## src/rtl/qspi_mem_if.sv

```systemverilog
// CPU-side and quad-SPI pin bundle for the qspi_mem byte controller.
// The slave modport is the controller's view; master is the CPU/board side.
`timescale 1ns/1ps

interface qspi_mem_if;
  // CPU control and data bus
  logic [1:0] op;
  logic [1:0] addr_reg_op;
  logic [1:0] addr_sel;
  logic [7:0] bus_data_in;
  logic       op_done_out;
  logic [7:0] bus_data_out;

  // Shared quad-SPI bus
  logic [3:0] spi_data_in;
  logic [3:0] spi_data_out;
  logic [3:0] spi_data_oe;
  logic       spi_clk_out;
  logic       spi_flash_select;
  logic       spi_ram_a_select;
  logic       spi_ram_b_select;

  modport master (
    output op, addr_reg_op, addr_sel, bus_data_in, spi_data_in,
    input  op_done_out, bus_data_out, spi_data_out, spi_data_oe,
           spi_clk_out, spi_flash_select, spi_ram_a_select, spi_ram_b_select
  );

  modport slave (
    input  op, addr_reg_op, addr_sel, bus_data_in, spi_data_in,
    output op_done_out, bus_data_out, spi_data_out, spi_data_oe,
           spi_clk_out, spi_flash_select, spi_ram_a_select, spi_ram_b_select
  );
endinterface

```

## src/rtl/qspi_mem.sv

```systemverilog
// Single-byte QPI READ/WRITE controller for one flash and two PSRAMs on a shared bus.
// Optional MEM_AUTO_INC_EN: post-increment the address register after every transaction.
`timescale 1ns/1ps

module qspi_mem #(
  parameter int DATA_BUS_WIDTH = 8,   // only 8 is supported
  parameter int ADDRESS_WIDTH  = 16
) (
  input  logic      clock,
  input  logic      reset,
  qspi_mem_if.slave bus
);

  localparam logic [1:0] OP_READ    = 2'd1;
  localparam logic [1:0] OP_WRITE   = 2'd2;
  localparam logic [1:0] AR_LOAD_LO = 2'd1;
  localparam logic [1:0] AR_LOAD_HI = 2'd2;
  localparam logic [1:0] AR_INC     = 2'd3;
  localparam logic [1:0] SEL_FLASH  = 2'd0;
  localparam logic [1:0] SEL_NONE   = 2'd3;
  localparam logic [7:0] CMD_READ   = 8'h0B;
  localparam logic [7:0] CMD_WRITE  = 8'h02;

  // Command, 24-bit address and write data are shifted out as one word, MSB nibble first
  localparam int TX_W = 8 + 24 + DATA_BUS_WIDTH;

  typedef enum logic [2:0] {
    ST_IDLE,
    ST_CMD,
    ST_ADDR,
    ST_DUMMY,
    ST_RDATA,
    ST_WDATA,
    ST_DONE
  } state_e;

  state_e                    state_reg,   state_next;
  logic                      phase_reg,   phase_next;
  logic [2:0]                nib_reg,     nib_next;
  logic [TX_W-1:0]           tx_reg,      tx_next;
  logic [3:0]                rd_hi_reg,   rd_hi_next;
  logic                      is_read_reg, is_read_next;
  logic [1:0]                dev_reg,     dev_next;
  logic [ADDRESS_WIDTH-1:0]  addr_reg,    addr_next;
  logic [DATA_BUS_WIDTH-1:0] rdata_reg,   rdata_next;

  logic       active;
  logic       drive;
  logic       op_go;
  logic       no_bus;
  logic [2:0] nib_last;
  logic [2:0] sel_n;

  always_ff @(posedge clock or posedge reset) begin
    if (reset) begin
      state_reg   <= ST_IDLE;
      phase_reg   <= 1'b0;
      nib_reg     <= '0;
      tx_reg      <= '0;
      rd_hi_reg   <= '0;
      is_read_reg <= 1'b0;
      dev_reg     <= SEL_NONE;
      addr_reg    <= '0;
      rdata_reg   <= '0;
    end else begin
      state_reg   <= state_next;
      phase_reg   <= phase_next;
      nib_reg     <= nib_next;
      tx_reg      <= tx_next;
      rd_hi_reg   <= rd_hi_next;
      is_read_reg <= is_read_next;
      dev_reg     <= dev_next;
      addr_reg    <= addr_next;
      rdata_reg   <= rdata_next;
    end
  end

  always_comb begin
    nib_last = 3'd1;
    case (state_reg)
      ST_ADDR:  nib_last = 3'd5;
      ST_DUMMY: nib_last = 3'd3;
      default:  nib_last = 3'd1;
    endcase
  end

  assign op_go  = (bus.op == OP_READ) || (bus.op == OP_WRITE);
  // Flash is read-only here and target 3 has no device: finish without touching the bus
  assign no_bus = (bus.addr_sel == SEL_NONE) ||
                  ((bus.op == OP_WRITE) && (bus.addr_sel == SEL_FLASH));

  always_comb begin
    state_next   = state_reg;
    phase_next   = phase_reg;
    nib_next     = nib_reg;
    tx_next      = tx_reg;
    rd_hi_next   = rd_hi_reg;
    is_read_next = is_read_reg;
    dev_next     = dev_reg;
    addr_next    = addr_reg;
    rdata_next   = rdata_reg;

    case (state_reg)
      ST_IDLE: begin
        case (bus.addr_reg_op)
          AR_LOAD_LO: addr_next[7:0]               = bus.bus_data_in;
          AR_LOAD_HI: addr_next[ADDRESS_WIDTH-1:8] = bus.bus_data_in;
          AR_INC:     addr_next                    = addr_reg + ADDRESS_WIDTH'(1);
          default:    ;
        endcase
        if (op_go) begin
          is_read_next = (bus.op == OP_READ);
          dev_next     = bus.addr_sel;
          if (no_bus) begin
            state_next = ST_DONE;
            if (bus.op == OP_READ) rdata_next = '1;
          end else begin
            // Latch the pre-update address; a same-cycle addr_reg_op lands afterwards
            state_next = ST_CMD;
            phase_next = 1'b0;
            nib_next   = '0;
            tx_next    = {((bus.op == OP_READ) ? CMD_READ : CMD_WRITE),
                          {(24-ADDRESS_WIDTH){1'b0}}, addr_reg, bus.bus_data_in};
          end
        end
      end

      ST_CMD, ST_ADDR, ST_DUMMY, ST_RDATA, ST_WDATA: begin
        phase_next = ~phase_reg;
        if (phase_reg) begin
          tx_next  = tx_reg << 4;
          nib_next = nib_reg + 3'd1;
          if (state_reg == ST_RDATA) begin
            if (nib_reg == 3'd0) rd_hi_next = bus.spi_data_in;
            else                 rdata_next = {rd_hi_reg, bus.spi_data_in};
          end
          if (nib_reg == nib_last) begin
            nib_next = '0;
            case (state_reg)
              ST_CMD:   state_next = ST_ADDR;
              ST_ADDR:  state_next = is_read_reg ? ST_DUMMY : ST_WDATA;
              ST_DUMMY: state_next = ST_RDATA;
              default:  state_next = ST_DONE;
            endcase
          end
        end
      end

      ST_DONE: begin
        state_next = ST_IDLE;
`ifdef MEM_AUTO_INC_EN
        addr_next  = addr_reg + ADDRESS_WIDTH'(1);
`endif
      end

      default: state_next = ST_IDLE;
    endcase
  end

  assign active = (state_reg == ST_CMD)   || (state_reg == ST_ADDR)  ||
                  (state_reg == ST_DUMMY) || (state_reg == ST_RDATA) ||
                  (state_reg == ST_WDATA);
  assign drive  = (state_reg == ST_CMD) || (state_reg == ST_ADDR) ||
                  (state_reg == ST_WDATA);

  assign bus.spi_clk_out  = active & phase_reg;
  assign bus.spi_data_oe  = drive ? 4'hF : 4'h0;
  assign bus.spi_data_out = drive ? tx_reg[TX_W-1 -: 4] : 4'h0;
  assign bus.op_done_out  = (state_reg == ST_DONE);
  assign bus.bus_data_out = rdata_reg;

  genvar gi;
  generate
    for (gi = 0; gi < 3; gi++) begin : g_sel
      assign sel_n[gi] = ~(active && (dev_reg == 2'(gi)));
    end
  endgenerate

  assign bus.spi_flash_select = sel_n[0];
  assign bus.spi_ram_a_select = sel_n[1];
  assign bus.spi_ram_b_select = sel_n[2];

endmodule

```

## src/flat_wrapper.sv

```systemverilog
// flat-port wrapper written by rule: the top's interface ports become plain ports
module qspi_mem_flat 
#(
  parameter int DATA_BUS_WIDTH = 8,                         
  parameter int ADDRESS_WIDTH  = 16
)
  (clock, reset, bus_op, bus_addr_reg_op, bus_addr_sel, bus_bus_data_in, bus_spi_data_in, bus_op_done_out, bus_bus_data_out, bus_spi_data_out, bus_spi_data_oe, bus_spi_clk_out, bus_spi_flash_select, bus_spi_ram_a_select, bus_spi_ram_b_select);
  qspi_mem_if bus_i ();
  input  logic clock;
  input  logic reset;
  input wire logic [$bits(bus_i.op)-1:0] bus_op;
  input wire logic [$bits(bus_i.addr_reg_op)-1:0] bus_addr_reg_op;
  input wire logic [$bits(bus_i.addr_sel)-1:0] bus_addr_sel;
  input wire logic [$bits(bus_i.bus_data_in)-1:0] bus_bus_data_in;
  input wire logic [$bits(bus_i.spi_data_in)-1:0] bus_spi_data_in;
  output wire logic [$bits(bus_i.op_done_out)-1:0] bus_op_done_out;
  output wire logic [$bits(bus_i.bus_data_out)-1:0] bus_bus_data_out;
  output wire logic [$bits(bus_i.spi_data_out)-1:0] bus_spi_data_out;
  output wire logic [$bits(bus_i.spi_data_oe)-1:0] bus_spi_data_oe;
  output wire logic [$bits(bus_i.spi_clk_out)-1:0] bus_spi_clk_out;
  output wire logic [$bits(bus_i.spi_flash_select)-1:0] bus_spi_flash_select;
  output wire logic [$bits(bus_i.spi_ram_a_select)-1:0] bus_spi_ram_a_select;
  output wire logic [$bits(bus_i.spi_ram_b_select)-1:0] bus_spi_ram_b_select;
  assign bus_i.op = bus_op;
  assign bus_i.addr_reg_op = bus_addr_reg_op;
  assign bus_i.addr_sel = bus_addr_sel;
  assign bus_i.bus_data_in = bus_bus_data_in;
  assign bus_i.spi_data_in = bus_spi_data_in;
  assign bus_op_done_out = bus_i.op_done_out;
  assign bus_bus_data_out = bus_i.bus_data_out;
  assign bus_spi_data_out = bus_i.spi_data_out;
  assign bus_spi_data_oe = bus_i.spi_data_oe;
  assign bus_spi_clk_out = bus_i.spi_clk_out;
  assign bus_spi_flash_select = bus_i.spi_flash_select;
  assign bus_spi_ram_a_select = bus_i.spi_ram_a_select;
  assign bus_spi_ram_b_select = bus_i.spi_ram_b_select;
  qspi_mem #(.DATA_BUS_WIDTH(DATA_BUS_WIDTH), .ADDRESS_WIDTH(ADDRESS_WIDTH)) u_core (.clock(clock), .reset(reset), .bus(bus_i));
endmodule
```

## config.mk

```make
export PLATFORM = sky130hd
export DESIGN_NAME = qspi_mem_flat
export DESIGN_NICKNAME = d
export VERILOG_FILES = /design/src/rtl/qspi_mem_if.sv /design/src/rtl/qspi_mem.sv /design/src/flat_wrapper.sv
export SDC_FILE = /design/constraint.sdc
export NUM_CORES = 1
export LEC_CHECK = 0
export CORE_MARGIN = 2
export CORE_UTILIZATION = 30
export DETAILED_ROUTE_END_ITERATION = 12
export HOLD_SLACK_MARGIN = 0.1
export PLACE_DENSITY = 0.44
export SETUP_SLACK_MARGIN = 0.3
export SYNTH_ARGS = -nofsm -noshare
export SYNTH_HDL_FRONTEND = slang
export SYNTH_SLANG_ARGS = --single-unit
```

## constraint.sdc

```tcl
create_clock -name clock -period 3.7 [get_ports clock]
set_input_delay 0.555 -clock clock [delete_from_list [all_inputs] [get_ports clock]]
set_output_delay 0.555 -clock clock [all_outputs]
set_load 0.01 [all_outputs]
```

# Yosys cells after proc, flatten, opt, wreduce, memory -nomap -nowiden
# Index checks and enable logic that the tools add are counted.
# op_classes
addsub	2
multipliers	0
div_mod_pow	0
n_lt_le_gt_ge	0
eq_ne	23
shift	0
muxes	32
bitwise	5
reduce_logical	27
# ops
cell	count
40-bit two-way mux	3
40-bit case mux with 2 select lines	1
8-bit two-way mux	6
8-bit case mux with 2 select lines	3
3-bit two-way mux	9
3-bit case mux with 2 select lines	3
16-bit by 1-bit adder with 16-bit output, second input constant	1
4-bit two-way mux	3
2-bit by 1-bit != test with 1-bit output, second input constant	6
2-bit equality test, second input constant	5
3-bit equality test, second input constant	3
3-bit case mux with 3 select lines	1
4-bit AND reduction	2
1-bit logical OR	7
7-bit AND reduction	1
2-bit by 1-bit equality test with 1-bit output, second input constant	3
3-bit by 2-bit equality test with 1-bit output, second input constant	2
3-bit logical NOT	2
2-bit AND reduction	3
3-bit AND reduction	2
2-bit nonzero test	3
5-bit OR reduction	1
1-bit logical AND	4
2-bit logical NOT	2
other kinds (8)	13
# word_totals
reg_bits	78
latchBits	0
mem_bits_rw	0
mem_bits_ro	0
inputBits	20
wordCells	99
n_memories	0

# Longest topological paths before layout
# Gate-level depths: netlist of the first run.
# logic_depth
depth_word	7
ltp_mapped	8

# Least setup slack after synthesis of the first run
# Ideal clock, no wire load.
# synth_timing
path_type	reg-to-output
start	reg u_core.state_reg[1]
end	out bus_spi_ram_a_select
t_arrival_ns	1.466
t_required_ns	3.145
setup_slack_ns	1.679
path_stages_with_launch	6
path_buffers	2
path_cell_list	dfrtp_1 -> buf_2 -> and2_0 -> nor2_4 -> clkbuf_1 -> nand3b_1
# synth_between
elab_chain_cells	7
elab_cells_between_ends	11
cone_classes	5 x eq/ne; 1 x bitwise; 5 x reduce/logical
# synth_lines
element	line_no	text
start: declaration	qspi_mem.sv:37	state_e state_reg, state_next;
start signal: assignment	qspi_mem.sv:66	state_reg <= state_next;
3-bit by 1-bit equality test with 1-bit output / 3-bit by 2-bit equality test with 1-bit output (equally long branches)	qspi_mem.sv:160	assign active = (state_reg == ST_CMD) || (state_reg == ST_ADDR) ||
1-bit logical OR (2 in a row)	qspi_mem.sv:160	
1-bit logical OR	qspi_mem.sv:161	(state_reg == ST_DUMMY) || (state_reg == ST_RDATA) ||
1-bit logical OR (*)	qspi_mem.sv:161	
1-bit logical AND (*)	qspi_mem.sv:175	assign sel_n[gi] = ~(active && (dev_reg == 2'(gi)));
1-bit inverter (*)	qspi_mem.sv:175	
end: declaration	flat_wrapper.sv:22	output wire logic [$bits(bus_i.spi_ram_a_select)-1:0] bus_spi_ram_a_select;
# Every way passes the cells marked *; elsewhere a longest branch is shown, timed or not.

# Worst setup path in the final report of the first run
# layout_timing
start	reg u_core.state_reg[2]
end	out bus_spi_ram_a_select
# Same word-level chain as after synthesis.

==> results of run 1 <==
[critical path, delay by kind of cell, from the launching register on]
kind | cells | cell delay, ps
DFF | 1 | 680
and+or+nand+nor | 3 | 860
buffers and inverters | 2 | 690
[cells by family after synthesis]
family / synth area share [%]
simple gates: 20.2
compound gates: 15.9
flops: 46.5
buf+inv: 6.46
mux: 9.25
fa+ha+maj: 1.49
xor+xnor: 0.208
[stage by stage]
step	total power (W)	worst slack, ps	hold slack (ps)
after global routing	0.00491	351	532
after floorplan	0.00309	1150	461
after global placement	0.00370	876	481
after CTS	0.00460	518	499
after detailed placement	0.00372	883	486
final	0.00456	562	491
[synthesized netlist by cell type (all sizes together) (3+ instances only)]
cell	number	share of area, %
nor3	6	0.83
mux2i	31	7.4
and3	3	0.45
nand3	52	6.4
o22ai	5	1.1
o22a	3	0.62
o32ai	3	0.80
dfrtp	76	45
or3	3	0.57
inv	21	1.9
nor4	3	0.80
ha	5	1.5
mux2	7	1.9
nand4	6	0.89
nand2	42	3.9
and2	10	1.5
nor2	27	2.6
a21oi	19	2.3
buf	18	3.0
clkbuf	18	1.6
o21ai	48	5.7
a2bb2oi	7	1.5
[worst max-delay path by stage]
stage,startpoint,end,slack (ps),cells past startpoint
4_1_cts,u_core.state_reg[1],bus_spi_ram_a_select,520,5
5_1_grt,u_core.state_reg[1],bus_spi_ram_a_select,350,5
3_5_place_dp,u_core.state_reg[2],bus_spi_ram_a_select,880,5
2_1_floorplan,reset,u_core.addr_reg[0],1150,1
6_report,u_core.state_reg[2],bus_spi_ram_a_select,560,5
3_3_place_gp,bus_op[1],u_core.tx_reg[0],880,7
[area by class of cell]
type                    instances  area, um2  area share [%]
multi-input cells             312       1980            39.5
flip-flops and latches         78       1950            39.0
repair buffers                 51        483            9.64
clock buffers                  14        274            5.47
well taps                     180        225            4.49
inverters                      21       80.1            1.60
clock inverters                 2       15.0           0.300
[power by group]
| part | switching [W] | total, W | leakage [nW] | internal (W) |
|---|---|---|---|---|
| logic | 0.00121 | 0.00212 | 1.00 | 0.000909 |
| registers | 0.000348 | 0.00158 | 0.961 | 0.00123 |
| clock network | 0.000349 | 0.000859 | 0.135 | 0.000510 |
[cell usage in the layout (no fill, tap or decap), types with 3 or more instances in the layout]
cell type	instances
sky130_fd_sc_hd__nor2_1	26
sky130_fd_sc_hd__a21oi_1	19
sky130_fd_sc_hd__inv_1	20
sky130_fd_sc_hd__o21ai_1	39
sky130_fd_sc_hd__and3_1	3
sky130_fd_sc_hd__nand3_1	50
sky130_fd_sc_hd__clkdlybuf4s50_1	40
sky130_fd_sc_hd__nor3_1	5
sky130_fd_sc_hd__and2_1	9
sky130_fd_sc_hd__clkbuf_8	3
sky130_fd_sc_hd__ha_1	5
sky130_fd_sc_hd__o21ai_0	9
sky130_fd_sc_hd__a2bb2oi_1	7
sky130_fd_sc_hd__mux2_2	7
sky130_fd_sc_hd__o22ai_1	4
sky130_fd_sc_hd__dfrtp_1	76
sky130_fd_sc_hd__mux2i_1	31
sky130_fd_sc_hd__o22a_1	3
sky130_fd_sc_hd__nand2_1	40
sky130_fd_sc_hd__buf_4	11
sky130_fd_sc_hd__clkbuf_16	9
sky130_fd_sc_hd__nand4_1	6
[routing by layer]
metal | global-route usage [%] | vias up
met5 | 0 | -
met4 | 6.47 | 0
met3 | 2.65 | 14
met2 | 24.2 | 52
met1 | 22.7 | 1636
li1 | - | 1648
==> summary.md, run 1 <==
| Metric | Value |
|---|---|
| Outcome | finished, final reports clean |
| I/O pins | 41 |
| Total global-route track usage | 16.0% |
| Total number of clock tree sinks | 78 |
| Element type at the critical path start | flop |
| DRT antenna net count | 0 |
| Detailed-routing wirelength on met1 | 5.68 mm |
| Placed standard-cell area | 4720 um2 |
| RSZ-0062 raised after global routing | false |
| Final standard cell count with taps included and fillers excluded | 658 |
| Clock latency on the worst-skew pair | 340 ps |
| DRC violation total after the first TritonRoute iteration | 196 |
| Filler Cell Count | 1442 |
| Ys async rst share | 100% |
| Min-Delay Path Class | flop to flop |
| Total met3 wirelength after detailed routing | 312 um |
| Highest routed layer | met4 |
| Fraction of layout cells with a size suffix above 1 | 10.0% |
| Via count of the first global-routing pass | 3323 |
| Worst-case clock skew | 10.9 ps |
| Via count of the routed design | 3350 |
| Number of synthesized register bits | 78 |
| Share of the yosys chip area belonging to registers | 46.5% |
| Static leakage power | 2.10 nW |
| Antenna Diode Count | 0 |
| Amount of wire on met2 after detailed routing | 5.01 mm |
| Final period util | 84.8% |
| WP data arrival | 2580 ps |
| Net count, final | 498 |
| Post-Syn Instances | 447 |
| Reg2reg setup slack | 1420 ps |
| Residual DRC count | 0 |
| Depth of the worst register-to-register path | 6 |
| Die W | 122 um |
| Number of detailed-route iterations in the first pass | 4 |
| Routed length per placed instance | 17.0 um |
| Initial cell density of the core | 30.5% |
| Post-layout utilization of the core | 36.4% |
| Routability congestion estimate | 0.817 |
| Cts repair resizes | 0 |
| Count of yosys warnings during synthesis | 0 |
| Post-Route WL | 11.2 mm |
| Start point of the worst hold path | u_core.tx_reg[37] |
| Fin Setup TNS | 0 ps |
| Buffers from clock root to sink, at most | 2 |
| Max-cap violations | 0 |
| Routed via count divided by cell count | 5.09 |
| Highest achievable clock rate | 0.319 GHz |
| Min-Delay Path Depth | 2 |
| Number of buffers added by the clock tree synthesis step | 9 |
| Worst slew margin relative to its limit | 43.1% |
| Required time at the endpoint of the critical path | 3140 ps |
| H-Tree Level Count | 3 |
| Area overhead of the layout relative to synthesis | 19.2% |
| Worst voltage drop across the vdd grid | 0.000291 V |
| Worst Hold End | u_core.tx_reg[37] |
| Post-CTS setup buffer count | 0 |
| Largest net degree at the start of global routing | 43 |
| Die Y-Extent | 122 um |
| Std-Cell Core Area | 13800 um2 |
| Clock tree from TritonCTS | done |
| Biggest fanout along the worst timing path | 27 |
| Final design instance area without fill | 5010 um2 |
| CP Capture Type | output port |
| Count of unique library cells instantiated by Yosys | 61 |
| Library cell contributing the largest single delay on the critical path | sky130_fd_sc_hd__dfrtp_1 |
| Clock-pin slew on the worst setup and hold paths | 60 ps |
| Post-synthesis average cell area | 9.41 um2 |
| Overflow left after global routing | 0 |
| Synth Cell Area | 4210 um2 |
| Count of flip-flops with a built-in enable after synthesis | 0 |
| Chain of cells forming the critical path | nor3_2, buf_4, nor2_4, nand3b_1, clkdlybuf4s50_1 |
| Period minus WS final | 3140 ps |
| Maximum cell stage delay along the critical path | 680 ps |
| Die Footprint | 15000 um2 |
| Cell total after placement | 642 |
| Primary FF master, synth | sky130_fd_sc_hd__dfrtp_1 |
| Clock Root Buffer | sky130_fd_sc_hd__clkbuf_16 |
| Detailed-placement wirelength estimate | 7.60 mm |
| Initial antenna violation count | 0 |
| Final count of hold timing violations | 0 |
| Final-report max-slew violation count | 0 |
| Number of nets in the synthesized netlist | 472 |
| Transition time at the pin with the least slew margin | 851 ps |
| Total power per unit cell area | 909 nW/um2 |
| Quantity of I/O buffers inserted on ports | 40 |
| Endpoint of the lowest-slack register-to-register path | u_core.tx_reg[10] |
| Worst setup path class | flop to output port |
| Site Rows | 43 |
| First-pass GRT wire length | 18.4 mm |
| Number of setup violations in the final report | 0 |
| Max FFs per register | 40 |
| Hold buffer count at CTS | 0 |
| Startpoint of the worst-slack reg-to-reg timing path | u_core.state_reg[0] |
Note: power is estimated with default switching activity, not from simulation.
==> run 2: changes to the inputs <==
- clock period: 3.7 -> 3.13 ns (I/O delays scaled with it)
==> run 2 against run 1 <==
  * Flip-flop and latch count is the same
  * Utilization increased by 0.082 points
  * Highest routed layer unchanged
  * Hold slack improved by 5.8 ps
  * Critical path type unchanged
  * Non-clock buffer count up 3
  * First-iteration DRC count up 25%
  * Total power rose by 18%
  * Worst setup slack worse by 130 ps
  * Register-to-register slack got worse by 510 ps
  * Global-route usage decreased by 0.12 points
  * Clock power grew 12%
==> summary.md, run 2 (same netlist as run 1, synthesis figures left out) <==
| Metric | Value |
|---|---|
| Outcome | finished, final reports clean |
| Worst-case clock skew | 6.02 ps |
| Total met3 wirelength after detailed routing | 372 um |
| Max FFs per register | 40 |
| Routed length per placed instance | 16.6 um |
| CP Capture Type | output port |
| DRT antenna net count | 0 |
| Most common library cell in the layout ignoring fill and taps | sky130_fd_sc_hd__dfrtp_1 |
| Initial antenna violation count | 0 |
| Most used cells in the layout excluding fill and tap cells | sky130_fd_sc_hd__dfrtp_1, sky130_fd_sc_hd__nand3_1, sky130_fd_sc_hd__nand2_1, sky130_fd_sc_hd__clkdlybuf4s50_1, sky130_fd_sc_hd__o21ai_1 |
| Reg area | 1960 um2 |
| Maximum cell stage delay along the critical path | 540 ps |
| Die Footprint | 15000 um2 |
| Switching Fraction | 41.8% |
| Via count of the routed design | 3357 |
| Hold Worst Slack | 497 ps |
| Biggest fanout along the worst timing path | 11 |
| Post-layout utilization of the core | 36.5% |
| Die Y-Extent | 122 um |
| Required time at the endpoint of the critical path | 2660 ps |
| Max-cap violations | 0 |
| Std-Cell Core Area | 13800 um2 |
| Element type at the critical path start | flop |
| Fraction of layout cells with a size suffix above 1 | 10.9% |
| Chain of cells forming the critical path | or3_4, nand2_2, or3_1, clkdlybuf4s50_1 |
| Area overhead of the layout relative to synthesis | 19.4% |
| I/O pins | 41 |
| Final period util | 86.2% |
| Highest routed layer | met4 |
| H-Tree Level Count | 3 |
| Fin Setup TNS | 0 ps |
| Static leakage power | 2.11 nW |
| Net switching power of the design | 0.00224 W |
| Worst setup path class | flop to output port |
| Period minus WS final | 2700 ps |
| Overflow left after global routing | 0 |
| Endpoint of the most critical setup path | bus_spi_flash_select |
| Routed via count divided by cell count | 5.09 |
| Number of setup violations in the final report | 0 |
| Highest achievable clock rate | 0.371 GHz |
| Design internal power | 0.00312 W |
| Start point of the worst hold path | u_core.tx_reg[39] |
| Clock Root Buffer | sky130_fd_sc_hd__clkbuf_16 |
| Library cell contributing the largest single delay on the critical path | sky130_fd_sc_hd__clkdlybuf4s50_1 |
| Routability congestion estimate | 0.809 |
| Reg2reg setup slack | 910 ps |
| Number of detailed-route iterations in the first pass | 4 |
| RSZ-0062 raised after global routing | false |
| Post-route total power | 0.00536 W |
| Post-Route WL | 11.0 mm |
| Startpoint of the worst-slack reg-to-reg timing path | u_core.state_reg[1] |
| Final count of hold timing violations | 0 |
| Clock share of power | 17.9% |
| Detailed-routing wirelength on met1 | 5.51 mm |
| Filler Cell Count | 1460 |
| Depth of the worst register-to-register path | 6 |
| Clock latency on the worst-skew pair | 340 ps |
| Buffers from clock root to sink, at most | 2 |
| First-pass GRT wire length | 18.3 mm |
| DRC violation total after the first TritonRoute iteration | 245 |
| Antenna Diode Count | 0 |
| Total number of clock tree sinks | 78 |
| Detailed-placement wirelength estimate | 7.58 mm |
| Portion of total power attributed to combinational logic | 47.4% |
| Worst slew margin relative to its limit | 57.7% |
| Worst voltage drop across the vdd grid | 0.000681 V |
| Clock tree from TritonCTS | done |
| Final-report max-slew violation count | 0 |
| Area occupied by multi-input gates | 1980 um2 |
| Residual DRC count | 0 |
| Largest net degree at the start of global routing | 46 |
| WP data arrival | 2230 ps |
| Min-Delay Path Class | flop to flop |
| Site Rows | 43 |
| Die W | 122 um |
| Net count, final | 501 |
| Worst setup path start | u_core.state_reg[1] |
| Number of buffers added by the clock tree synthesis step | 9 |
| Total global-route track usage | 15.9% |
| Amount of wire on met2 after detailed routing | 4.97 mm |
| Initial cell density of the core | 30.5% |
| Quantity of I/O buffers inserted on ports | 40 |
| Transition time at the pin with the least slew margin | 633 ps |
| Total power per unit cell area | 1070 nW/um2 |
| Endpoint of the lowest-slack register-to-register path | u_core.nib_reg[2] |
| Seq pwr share | 34.7% |
| Via count of the first global-routing pass | 3361 |
| Clock-pin slew on the worst setup and hold paths | 60 ps |
[run 2: metrics by stage]
stage | area (um2) | std cells | setup slack, ps
after CTS | 5020 | 659 | 420
after global placement | 4760 | 645 | 580
final | 5020 | 659 | 433
after global routing | 5020 | 659 | 314
after floorplan | 4210 | 447 | 669
after detailed placement | 4760 | 645 | 553
[run 2: worst min-delay path by stage]
stage	end	cells past startpoint
2_1_floorplan	u_core.tx_reg[37]	2
3_3_place_gp	u_core.tx_reg[37]	2
3_5_place_dp	u_core.tx_reg[37]	2
4_1_cts	u_core.tx_reg[37]	2
5_1_grt	u_core.rd_hi_reg[2]	1
6_report	u_core.tx_reg[39]	2
[run 2: power groups by stage]
stage               Combinational (W)  Clock [W]  Sequential [W]
floorplan                     0.00192          0         0.00173
global placement              0.00254          0         0.00187
detailed placement            0.00257          0         0.00188
CTS                           0.00257   0.000990         0.00187
global route                  0.00284    0.00103         0.00194
finish                        0.00254   0.000959         0.00186
[run 2: metal layers]
| metal | vias to the layer above | global-route usage (%) |
|---|---|---|
| li1 | 1652 | - |
| met1 | 1647 | 22.7 |
| met2 | 52 | 24.0 |
| met3 | 6 | 4.51 |
| met4 | 0 | 3.45 |
| met5 | - | 0 |
[run 2: final cells by class]
class                           instances  area share [%]
Timing Repair Buffer                   54            10.3
Clock buffer                           10            4.76
Tap cell                              180            4.48
Multi-Input combinational cell        312            39.4
Clock inverter                          4           0.498
Sequential cell                        78            38.9
Inverter                               21            1.59
[run 2: repair_timing]
action / 4_1_cts / 5_1_grt
buffers inserted: 0 / 0
endpoints found under the setup margin: 1 / 0
gates resized for setup: 1 / 0
hold buffers: 0 / 0
[run 2: critical path: cells and delay by family, from the launching register on]
| family | cells | cell delay, ps |
|---|---|---|
| AND/OR/NAND/NOR | 3 | 850 |
| buffers and inverters | 1 | 540 |
| flip-flops | 1 | 500 |
